File: src/rtl/adc_scan_sequencer_if.sv
// adc_scan_sequencer_if: command and response streams between the scan sequencer and the ADC control core
interface adc_scan_sequencer_if;
  logic cmd_valid;
  logic cmd_ready;
  logic [4:0] cmd_channel;
  logic cmd_startofpacket;
  logic cmd_endofpacket;
  logic rsp_valid;
  logic [4:0] rsp_channel;
  logic [11:0] rsp_data;
  logic rsp_startofpacket;
  logic rsp_endofpacket;
  modport master (
    output cmd_valid, cmd_channel, cmd_startofpacket, cmd_endofpacket,
    input cmd_ready, rsp_valid, rsp_channel, rsp_data, rsp_startofpacket, rsp_endofpacket
  );
  modport slave (
    input cmd_valid, cmd_channel, cmd_startofpacket, cmd_endofpacket,
    output cmd_ready, rsp_valid, rsp_channel, rsp_data, rsp_startofpacket, rsp_endofpacket
  );
endinterface

File: src/rtl/adc_scan_sequencer.sv
// adc_scan_sequencer: scans masked ADC channels one command at a time and keeps a readable sample table
module adc_scan_sequencer #(
  parameter int NUM_CH  = 17,
  parameter int TIMEOUT = 1023
) (
  input  logic              clk_clk,
  input  logic              reset_reset,
  input  logic              start,
  input  logic              continuous,
  input  logic [NUM_CH-1:0] chan_mask,
  output logic              busy,
  output logic              scan_done,
  adc_scan_sequencer_if.master bus,
  input  logic [4:0]        rd_addr,
  output logic [11:0]       rd_data,
  output logic              rd_fresh,
  output logic              err_mismatch,
  output logic              err_timeout,
  input  logic              err_clear
);
  localparam int CW = $clog2(TIMEOUT + 1);
  typedef enum logic [2:0] {IDLE, SELECT, CMD, WAIT, DONE} state_t;
  state_t state, state_n;
  logic [4:0] idx, idx_n;
  logic [NUM_CH-1:0] mask_q, fresh;
  logic [CW-1:0] cnt;
  logic [11:0] sample [NUM_CH];
  logic latch, wr, set_mis, set_to, last, in_range, unused_ok;
  assign last = idx == 5'(NUM_CH - 1);
  assign in_range = int'(rd_addr) < NUM_CH;
  assign busy = state != IDLE;
  assign scan_done = state == DONE;
  assign bus.cmd_valid = state == CMD;
  assign bus.cmd_channel = bus.cmd_valid ? idx : '0;
  assign bus.cmd_startofpacket = bus.cmd_valid;
  assign bus.cmd_endofpacket = bus.cmd_valid;
  assign unused_ok = &{1'b0, bus.rsp_startofpacket, bus.rsp_endofpacket};
  always_comb begin
    state_n = state;
    idx_n = idx;
    latch = 1'b0;
    wr = 1'b0;
    set_mis = 1'b0;
    set_to = 1'b0;
    case (state)
      IDLE: begin
        latch = start;
        idx_n = '0;
        state_n = start ? SELECT : IDLE;
      end
      SELECT: begin
        state_n = mask_q[idx] ? CMD : last ? DONE : SELECT;
        idx_n = (mask_q[idx] || last) ? idx : idx + 5'd1;
      end
      CMD: state_n = bus.cmd_ready ? WAIT : CMD;
      WAIT: begin
        // a response in the expiry cycle wins over the timeout
        wr = bus.rsp_valid && bus.rsp_channel == idx;
        set_mis = bus.rsp_valid && bus.rsp_channel != idx;
        set_to = !bus.rsp_valid && cnt == CW'(TIMEOUT - 1);
        if (bus.rsp_valid || set_to) begin
          state_n = last ? DONE : SELECT;
          idx_n = last ? idx : idx + 5'd1;
        end
      end
      DONE: begin
        latch = continuous;
        idx_n = '0;
        state_n = continuous ? SELECT : IDLE;
      end
      default: state_n = IDLE;
    endcase
  end
  always_ff @(posedge clk_clk or posedge reset_reset) begin
    if (reset_reset) begin
      state <= IDLE;
      idx <= '0;
      mask_q <= '0;
      cnt <= '0;
      fresh <= '0;
      err_mismatch <= 1'b0;
      err_timeout <= 1'b0;
      rd_data <= '0;
      rd_fresh <= 1'b0;
      for (int i = 0; i < NUM_CH; i++) sample[i] <= '0;
    end else begin
      state <= state_n;
      idx <= idx_n;
      if (latch) mask_q <= chan_mask;
      cnt <= state == WAIT ? cnt + CW'(1) : '0;
      if (wr) begin
        sample[idx] <= bus.rsp_data;
        fresh[idx] <= 1'b1;
      end
      err_mismatch <= set_mis | (err_mismatch & ~err_clear);
      err_timeout <= set_to | (err_timeout & ~err_clear);
      rd_data <= in_range ? sample[rd_addr] : '0;
      rd_fresh <= in_range && fresh[rd_addr];
    end
  end
endmodule

File: src/flat_wrapper.sv
// flat-port wrapper written by rule: the top's interface ports become plain ports
module adc_scan_sequencer_flat 
#(
  parameter int NUM_CH  = 17,
  parameter int TIMEOUT = 1023
)
  (clk_clk, reset_reset, start, continuous, chan_mask, busy, scan_done, rd_addr, rd_data, rd_fresh, err_mismatch, err_timeout, err_clear, bus_cmd_valid, bus_cmd_channel, bus_cmd_startofpacket, bus_cmd_endofpacket, bus_cmd_ready, bus_rsp_valid, bus_rsp_channel, bus_rsp_data, bus_rsp_startofpacket, bus_rsp_endofpacket);
  adc_scan_sequencer_if bus_i ();
  input  logic clk_clk;
  input  logic reset_reset;
  input  logic start;
  input  logic continuous;
  input  logic [NUM_CH-1:0] chan_mask;
  output logic busy;
  output logic scan_done;
  input  logic [4:0] rd_addr;
  output logic [11:0] rd_data;
  output logic rd_fresh;
  output logic err_mismatch;
  output logic err_timeout;
  input  logic err_clear;
  output wire logic [$bits(bus_i.cmd_valid)-1:0] bus_cmd_valid;
  output wire logic [$bits(bus_i.cmd_channel)-1:0] bus_cmd_channel;
  output wire logic [$bits(bus_i.cmd_startofpacket)-1:0] bus_cmd_startofpacket;
  output wire logic [$bits(bus_i.cmd_endofpacket)-1:0] bus_cmd_endofpacket;
  input wire logic [$bits(bus_i.cmd_ready)-1:0] bus_cmd_ready;
  input wire logic [$bits(bus_i.rsp_valid)-1:0] bus_rsp_valid;
  input wire logic [$bits(bus_i.rsp_channel)-1:0] bus_rsp_channel;
  input wire logic [$bits(bus_i.rsp_data)-1:0] bus_rsp_data;
  input wire logic [$bits(bus_i.rsp_startofpacket)-1:0] bus_rsp_startofpacket;
  input wire logic [$bits(bus_i.rsp_endofpacket)-1:0] bus_rsp_endofpacket;
  assign bus_cmd_valid = bus_i.cmd_valid;
  assign bus_cmd_channel = bus_i.cmd_channel;
  assign bus_cmd_startofpacket = bus_i.cmd_startofpacket;
  assign bus_cmd_endofpacket = bus_i.cmd_endofpacket;
  assign bus_i.cmd_ready = bus_cmd_ready;
  assign bus_i.rsp_valid = bus_rsp_valid;
  assign bus_i.rsp_channel = bus_rsp_channel;
  assign bus_i.rsp_data = bus_rsp_data;
  assign bus_i.rsp_startofpacket = bus_rsp_startofpacket;
  assign bus_i.rsp_endofpacket = bus_rsp_endofpacket;
  adc_scan_sequencer #(.NUM_CH(NUM_CH), .TIMEOUT(TIMEOUT)) u_core (.clk_clk(clk_clk), .reset_reset(reset_reset), .start(start), .continuous(continuous), .chan_mask(chan_mask), .busy(busy), .scan_done(scan_done), .bus(bus_i), .rd_addr(rd_addr), .rd_data(rd_data), .rd_fresh(rd_fresh), .err_mismatch(err_mismatch), .err_timeout(err_timeout), .err_clear(err_clear));
endmodule
File: config.mk
export PLATFORM = sky130hd
export DESIGN_NAME = adc_scan_sequencer_flat
export DESIGN_NICKNAME = d
export VERILOG_FILES = /design/src/rtl/adc_scan_sequencer_if.sv /design/src/rtl/adc_scan_sequencer.sv /design/src/flat_wrapper.sv
export SDC_FILE = /design/constraint.sdc
export NUM_CORES = 1
export LEC_CHECK = 0
export BUFFER_PORTS_ARGS = -buffer_cell sky130_fd_sc_hd__clkbuf_2
export CAP_MARGIN = 20
export CELL_PAD_IN_SITES_DETAIL_PLACEMENT = 0
export CELL_PAD_IN_SITES_GLOBAL_PLACEMENT = 1
export CORE_ASPECT_RATIO = 1.2
export CORE_MARGIN = 10
export CORE_UTILIZATION = 35
export DETAILED_ROUTE_END_ITERATION = 12
export GPL_ROUTABILITY_DRIVEN = 0
export PLACE_DENSITY_LB_ADDON = 0.1
export SYNTH_ARGS = -nofsm -noshare
export SYNTH_HDL_FRONTEND = slang
export SYNTH_SLANG_ARGS = --single-unit
export TNS_END_PERCENT = 5
File: constraint.sdc
create_clock -name clk_clk -period 15.49 [get_ports clk_clk]
set_clock_uncertainty 0.1 [all_clocks]
set_input_delay 4.647 -clock clk_clk [delete_from_list [all_inputs] [get_ports clk_clk]]
set_output_delay 4.647 -clock clk_clk [all_outputs]
set_load 0.01 [all_outputs]
======== Word-level counts from Yosys, hierarchy flattened ========
Index checks and enable logic that the tools add are counted.
word-level totals
  output and inout port bits .............. 25
  bits in registers ....................... 271
operators by class
  muxes and demuxes ....................... 30
  equality and inequality tests ........... 11
  reduce and logical (&&, ||, !) cells .... 14
  bitwise operators ....................... 8
  $add $sub $neg .......................... 2
  order comparisons ....................... 7
operators with widths
  cell                                                  count
  bitwise mux 204 bit                                   1
  binary-select mux 12 bit (select 5 bit)               1
  demux 12 bit (select 5 bit)                           1
  2-to-1 mux 12 bit                                     4
  2-to-1 mux 5 bit                                      4
  OR 17 bit                                             1
  case mux 3 bit (5 select lines)                       1
  case mux 5 bit (3 select lines)                       1
  >= comparator 6 bit (second input constant)           2
  < comparator 5 x 6 -> 1 bit (second input constant)   2
  inverter 5 -> 6 bit                                   2
  adder 10 x 1 -> 10 bit (second input constant)        1
  binary-select mux 1 bit (select 5 bit)                2
  equality test 10 bit (second input constant)          1
  2-to-1 mux 10 bit                                     1
  2-to-1 mux 1 bit                                      9
  2-to-1 mux 3 bit                                      3
  equality test 3 x 2 -> 1 bit (second input constant)  2
  logical AND 1 bit                                     6
  < comparator 6 x 1 -> 1 bit (second input constant)   1
  nonzero test 3 bit                                    2
  adder 5 x 1 -> 5 bit (second input constant)          1
  demux 1 bit (select 5 bit)                            1
  equality test 5 bit                                   1
  other kinds (17)                                      21

======== Logic depth before layout (Yosys ltp) ========
Gate-level depths: netlist of the first run.
  depth in word-level cells ............... 6
  mapped depth ............................ 9
  mapped depth without buffers ............ 8

======== Worst setup path before layout of the first run ========
No wires, ideal clock.
  path kind ............................... input port to flip-flop
  start point ............................. input rd_addr[0]
  end point ............................... register u_core.rd_data[1]
  path slack .............................. 9.055 ns
  buffers on the path ..................... 2
  stages on the path ...................... 6
  library setup time ...................... 0.132 ns
  data required time ...................... 15.258 ns
  data arrival time ....................... 6.203 ns
  cell sequence ........................... buf_2 buf_2 mux4_2 mux4_2 inv_1 o21ai_1
on the way
  word-level cells in the longest chain between the ends .. 5
  elaborated cells between the ends (all ways) .. 6
RTL lines
  element                                               RTL line                  RTL
  start, declared                                       flat_wrapper.sv:16        input logic [4:0] rd_addr;
  inverter 5 -> 6 bit (not written as such)             adc_scan_sequencer.sv:97  rd_data <= in_range ? sample[rd_addr] : '0;
  binary-select mux 12 bit (select 5 bit)               adc_scan_sequencer.sv:97
  2-to-1 mux 12 bit (not written as such) (2 in a row)  adc_scan_sequencer.sv:97
  2-to-1 mux 12 bit (*)                                 adc_scan_sequencer.sv:97
  end signal, assigned                                  adc_scan_sequencer.sv:97
  end, declared                                         adc_scan_sequencer.sv:15  output logic [11:0] rd_data,
Every way passes the cells marked *; elsewhere a longest branch is shown, timed or not. The select of a mux whose other input is x is not followed.
A chain may end at the register's enable or synchronous reset.

======== Worst setup path in the final report of the first run ========
  start point ............................. register u_core.state[0]
  end point ............................... output bus_cmd_channel[2]
on the way
  word-level cells in the longest chain between the ends .. 2
RTL lines
  element                       RTL line                  RTL
  start, declared               adc_scan_sequencer.sv:23  state_t state, state_n;
  start signal, assigned        adc_scan_sequencer.sv:87  state <= state_n;
  equality test 3 x 2 -> 1 bit  adc_scan_sequencer.sv:33  assign bus.cmd_valid = state == CMD;
  2-to-1 mux 5 bit              adc_scan_sequencer.sv:34  assign bus.cmd_channel = bus.cmd_valid ? idx : '0;
  end, declared                 flat_wrapper.sv:23        output wire logic [$bits(bus_i.cmd_channel)-1:0] bus_cmd_channel;
No other way between the ends.

==> impl_results.md, run 1 <==
* Status: completed
* Non-Filler Instances at 1362
* CTS buffer count at 30
* Final ANT Viol Nets at 0
* Setup Viol. Count Final at 0
* Reg clk slew, reported paths at 60 ps
* Final #Nets at 931
* Fin Hold WS at 361 ps
* FP Rows at 75
* CP Class: flip-flop to output pin
* CP endpoint kind: output pin
* Syn-to-layout area delta at 13.3%
* Worst Path Arrival at 2070 ps
* Gate Count Post-Synth at 826
* Routed via count at 7080
* Critical-path cell list: nand2b_1, nor2_1, and2_1, clkbuf_2
* Worst hold path type: flip-flop to flip-flop
* Static leakage at 6.92 nW
* Congestion Overflow GR at 0
* Hold buffer count at cts at 0
* Crit path max-delay cell type: dfrtp_1
* Post-Syn Area per Cell at 15.2 µm²
* Synth cell types at 53
* Die Width at 193 µm
* Die Span Y at 227 µm
* Simple-gate portion of the synthesized area at 6.58%
* Initial core utilization at 35.6%
* Die footprint at 0.0438 mm²
* Post-synthesis compound-gate area fraction at 1.81%
* Final Hold Viols at 0
* CP Data Required Time at 10740 ps
* Worst path depth at 4
* Synth Flop Type: dfrtp_1
* Wire length per cell at 23.3 µm
* # clock sinks at 271
* Vias per std cell at 5.20
* Share of cells above drive strength 1 at 34.0%
* Multiplexer area fraction after synthesis at 32.5%
* XOR/XNOR Fraction of Synth Area at 0.769%
* H-tree lvl count at 1
* Ys async rst share at 100%
* Max VDD drop at 0.0000794 V
* DR DRC count at 0
* Sequential fraction of the synthesis area at 54.2%
* Max-slew headroom at 39.5%
* Skew-Pair Late Insertion Delay at 550 ps
* Synth Register Bits at 271
* Ys Warns at 0
* Final core utilization at 40.3%
* Initial antenna violation count at 0
* Post-Synth Adder-Cell Area at 0.600%
* 1st-pass router iterations at 4
* Setup total negative slack at 0 ps
* # resized after CTS at 0
* Synthesized area at 0.0125 mm²
* CTS tree: done
* RSZ-0062 raised after global routing: false
* Synth top area cells: dfrtp_1 54%, mux2_1 13%, mux4_2 12%
* DP Wirelength at 19400 µm
* Tmin final at 6820 ps
* Share of the synthesized area in the top cell type at 54.2%
* Top cell type by total area after synthesis: dfrtp_1
* Post-CTS Setup Repair Bufs at 0
* Placed inst area at 0.0131 mm²
* Final Instance Area at 0.0142 mm²
* Inst Count DP at 1306
* Initial drt markers at 296
* Tcrit/Tclk final at 44.0%
* Number of global-route vias before repair at 7983
* Max-Cap Viols at 0
* Setup crit start kind: flip-flop
* CP Max Fanout at 14
* Longest Clk Path Bufs at 3
* Final Slew Violations at 0
* Power Total at 1.84 mW
* First-pass GRT wire length at 48700 µm
* Worst Tran Pin Value at 908 ps
* Routed WL at 31700 µm
* Place WS at 7970 ps
* IO Port Bufs at 70
* Max incr delay on CP at 550 ps
* Main combinational cell family by area after synthesis: multiplexers
* Cell family contributing the most delay on the critical path: simple AND/OR/NAND/NOR gates
* Pwr Density at 130 mW/mm²
* Final worst setup slack at 8670 ps
* Gr usage total at 14.6%
* Largest net degree at the start of global routing at 152
* Post-Syn Nets at 880
* WHS Path Cells at 1
* EDFF count, synth at 0
* Num ports at 73
* Core ar. at 0.0352 mm²
* CP bufs+invs at 1
* Reg2Reg Depth at 6
* # diodes at 0
* Root Buffer: clkbuf_16
* Fmax at 147 MHz
==> cells by family after synthesis <==
logic type      Yosys count
simple gates            127
compound gates           38
xor+xnor                 11
mux                     295
buf+inv                  78
fa+ha+maj                 6
flops                   271
==> layout make-up <==
class                      count  area, µm²
timing repair buffer          77        425
multi-input combinational    477       5300
clock inverter                 9       95.1
inverter                      20       82.6
sequential                   271       6780
fill                        3270      21000
clock buffer                  46        922
tap                          462        578
==> synth_stat cells, types with 3 or more instances <==
cell type  count
nand2b_1       3
buf_2         14
xor2_1         5
nor2_1        17
xnor2_1        6
dfrtp_1      271
or3_1          4
o21ai_0        9
and4_1         3
mux2_1       144
nand2_1       27
buf_6         17
mux2_2        77
clkbuf_1      24
o21ai_1       14
mux4_2        67
nor2_4        16
or2_2          5
nand3_1        4
ha_1           6
and2_1         6
and3_1         6
or2_1         14
nand2_4        4
a21oi_1        3
inv_1         20
mux2i_1        6
==> path summary, 6_finish.rpt <==
path,startpoint,endpoint,slack [ps]
max in group asynchronous,reset_reset,u_core.sample[7],9690
max reg2reg,u_core.idx[1],u_core.sample[70],12450
min reg2reg,u_core.fresh[10],u_core.fresh[10],360
min,u_core.fresh[10],u_core.fresh[10],360
max,u_core.state[0],bus_cmd_channel[2],8670
min in group asynchronous,reset_reset,u_core.sample[119],3940
==> power breakdown <==
group / leakage (nW) / internal (mW) / switching, mW
logic: 2.68 / 0.132 / 0.150
registers: 3.73 / 0.775 / 0.0594
clock network: 0.509 / 0.440 / 0.283
==> registers in the layout, indices dropped and copies added (netlist names) <==
register and cells:
u_core.fresh 17, u_core.cnt 10, u_core.mask_q 17, u_core.sample 204
u_core.err_timeout 1, u_core.rd_fresh 1, u_core.err_mismatch 1, u_core.state 3
u_core.idx 5, u_core.rd_data 12
==> routing by layer <==
metal | wire length [µm] | up-vias | track usage (%)
met2 | 16200 | 138 | 25.1
li1 | - | 3086 | -
met1 | 13700 | 3817 | 18.8
met3 | 1250 | 39 | 2.37
met5 | 0 | - | 0
met4 | 560 | 0 | 3.51
==> placed cells by master (no fill, tap or decap), types with 7 or more instances in the layout <==
master and count:
buf_4 7, clkbuf_16 31, clkbuf_2 69, clkbuf_8 9, clkinv_2 7, dfrtp_1 271
inv_1 19, mux2_1 144, mux2_2 77, mux4_2 67, nand2_1 27, nor2_1 17
nor2_4 16, o21ai_0 9, o21ai_1 14, or2_1 14
Note: power is estimated with default switching activity, not from simulation.
==> inputs of run 2 (changes only) <==
- clock period: 15.49 -> 5.6 ns (I/O delays scaled with it)
==> impl_results.md, run 2 (same netlist as run 1, synthesis figures left out) <==
* Status: completed
* H-tree lvl count at 1
* Post-CTS Setup Repair Bufs at 0
* Congestion Overflow GR at 0
* Die Span Y at 227 µm
* Sequential power share at 45.3%
* CTS tree: done
* Number of global-route vias before repair at 8032
* Largest net degree at the start of global routing at 143
* # clock sinks at 271
* Core ar. at 0.0352 mm²
* 1st-pass router iterations at 4
* Worst Tran Pin Value at 848 ps
* Max-slew headroom at 43.4%
* Commonest non-fill, non-tap cell in the layout: dfrtp_1
* Die Width at 193 µm
* Initial drt markers at 427
* RSZ-0062 raised after global routing: false
* CP endpoint kind: output pin
* Tcrit/Tclk final at 69.0%
* DR DRC count at 0
* Root Buffer: clkbuf_16
* Gr usage total at 14.6%
* Reg2Reg Depth at 6
* Reg clk slew, reported paths at 60 ps
* Skew-Pair Late Insertion Delay at 550 ps
* WHS Path Cells at 1
* Origin of the critical flop-to-flop path: u_core.idx[1]
* Die footprint at 0.0438 mm²
* Hold buffer count at cts at 0
* DP Wirelength at 19000 µm
* First-pass GRT wire length at 48600 µm
* Initial antenna violation count at 0
* # resized after CTS at 0
* Tmin final at 3870 ps
* Min-Delay Startpoint: u_core.fresh[0]
* Internal power at 3.76 mW
* Filler cells at 3290
* Fmax at 259 MHz
* Worst hold path type: flip-flop to flip-flop
* Final Hold Viols at 0
* Syn-to-layout area delta at 13.4%
* Most flops, register: u_core.sample
* Final Slew Violations at 0
* Final #Nets at 930
* CP Class: flip-flop to output pin
* FP Rows at 75
* Clock share of power at 39.5%
* Max VDD drop at 0.000207 V
* P_sw at 1.34 mW
* Vias per std cell at 5.20
* Setup total negative slack at 0 ps
* Max-Cap Viols at 0
* WHS Endpoint: u_core.fresh[0]
* IO Port Bufs at 70
* Comb pwr share at 15.2%
* CP Max Fanout at 14
* Worst Path Arrival at 2090 ps
* Routed via count at 7052
* Num ports at 73
* Switching Share at 26.3%
* FF-to-FF setup slack at 2570 ps
* Longest Clk Path Bufs at 3
* Largest register FFs at 204
* Share of cells above drive strength 1 at 33.4%
* Most frequent cells in the layout: 271 x dfrtp_1, 144 x mux2_1, 77 x mux2_2, 69 x clkbuf_2, 67 x mux4_2
* Reg2reg end: u_core.sample[56]
* Largest regs: u_core.sample: 204 flops, u_core.fresh: 17 flops, u_core.mask_q: 17 flops
* Final ANT Viol Nets at 0
* # diodes at 0
* Final core utilization at 40.4%
* CP Data Required Time at 3820 ps
* Initial core utilization at 35.6%
* CTS buffer count at 30
* Setup crit start kind: flip-flop
* Pwr Density at 359 mW/mm²
* Wire length per cell at 23.1 µm
* Static leakage at 6.91 nW
* Routed WL at 31400 µm
* Setup Viol. Count Final at 0
## run 2: metal layers
| metal | share of wire, % | track usage, % | vias to the layer above |
|---|---|---|---|
| li1 | - | - | 3090 |
| met5 | 0 | 0 | - |
| met1 | 43 | 18.6 | 3784 |
| met3 | 4.8 | 2.79 | 40 |
| met2 | 50 | 25.0 | 138 |
| met4 | 1.8 | 3.61 | 0 |
## run 2: how the worst max path moves through the flow
stage / start / to / slack [ps]
final: u_core.state[1] / bus_cmd_channel[3] / 1730
after detailed placement: bus_rsp_channel[0] / u_core.sample[94] / 1420
after global routing: u_core.state[1] / bus_cmd_channel[4] / 1530
after floorplan: reset_reset / u_core.cnt[0] / 240
after global placement: bus_rsp_channel[1] / u_core.sample[56] / 1470
after CTS: u_core.state[1] / bus_cmd_channel[4] / 1710
## run 2: area by class of cell
| type | count | area [µm²] | area share (%) |
|---|---|---|---|
| sequential | 271 | 6780 | 47.8 |
| inverter | 20 | 78.8 | 0.555 |
| timing repair buffer | 76 | 448 | 3.15 |
| clock inverter | 4 | 95.1 | 0.670 |
| clock buffer | 47 | 916 | 6.45 |
| tap | 462 | 578 | 4.07 |
| multi-input combinational | 477 | 5300 | 37.3 |
## run 2: through the flow
stage               std cells  power (mW)  hold slack (ps)  worst slack (ps)  cell area [µm²]
detailed placement       1306        3.14              351              1420            13200
global placement         1306        3.09              341              1470            13200
CTS                      1357        5.19              366              1710            14200
finish                   1357        5.10              365              1730            14200
floorplan                 826        2.92              328               239            12500
global route             1357        5.36              383              1530            14200
## run 2: power groups by stage
| stage | clock [mW] | sequential (mW) | combinational (mW) |
|---|---|---|---|
| finish | 2.01 | 2.31 | 0.775 |
| global route | 2.16 | 2.34 | 0.863 |
| CTS | 2.08 | 2.31 | 0.795 |
| detailed placement | 0 | 2.34 | 0.791 |
| global placement | 0 | 2.32 | 0.770 |
| floorplan | 0 | 2.25 | 0.665 |
## run 2: worst max-delay path: stages, from the launching register on
cell	delay, ps
dfrtp_1	640
nand2b_1	200
nor2_1	380
and2_1	190
clkbuf_2	130
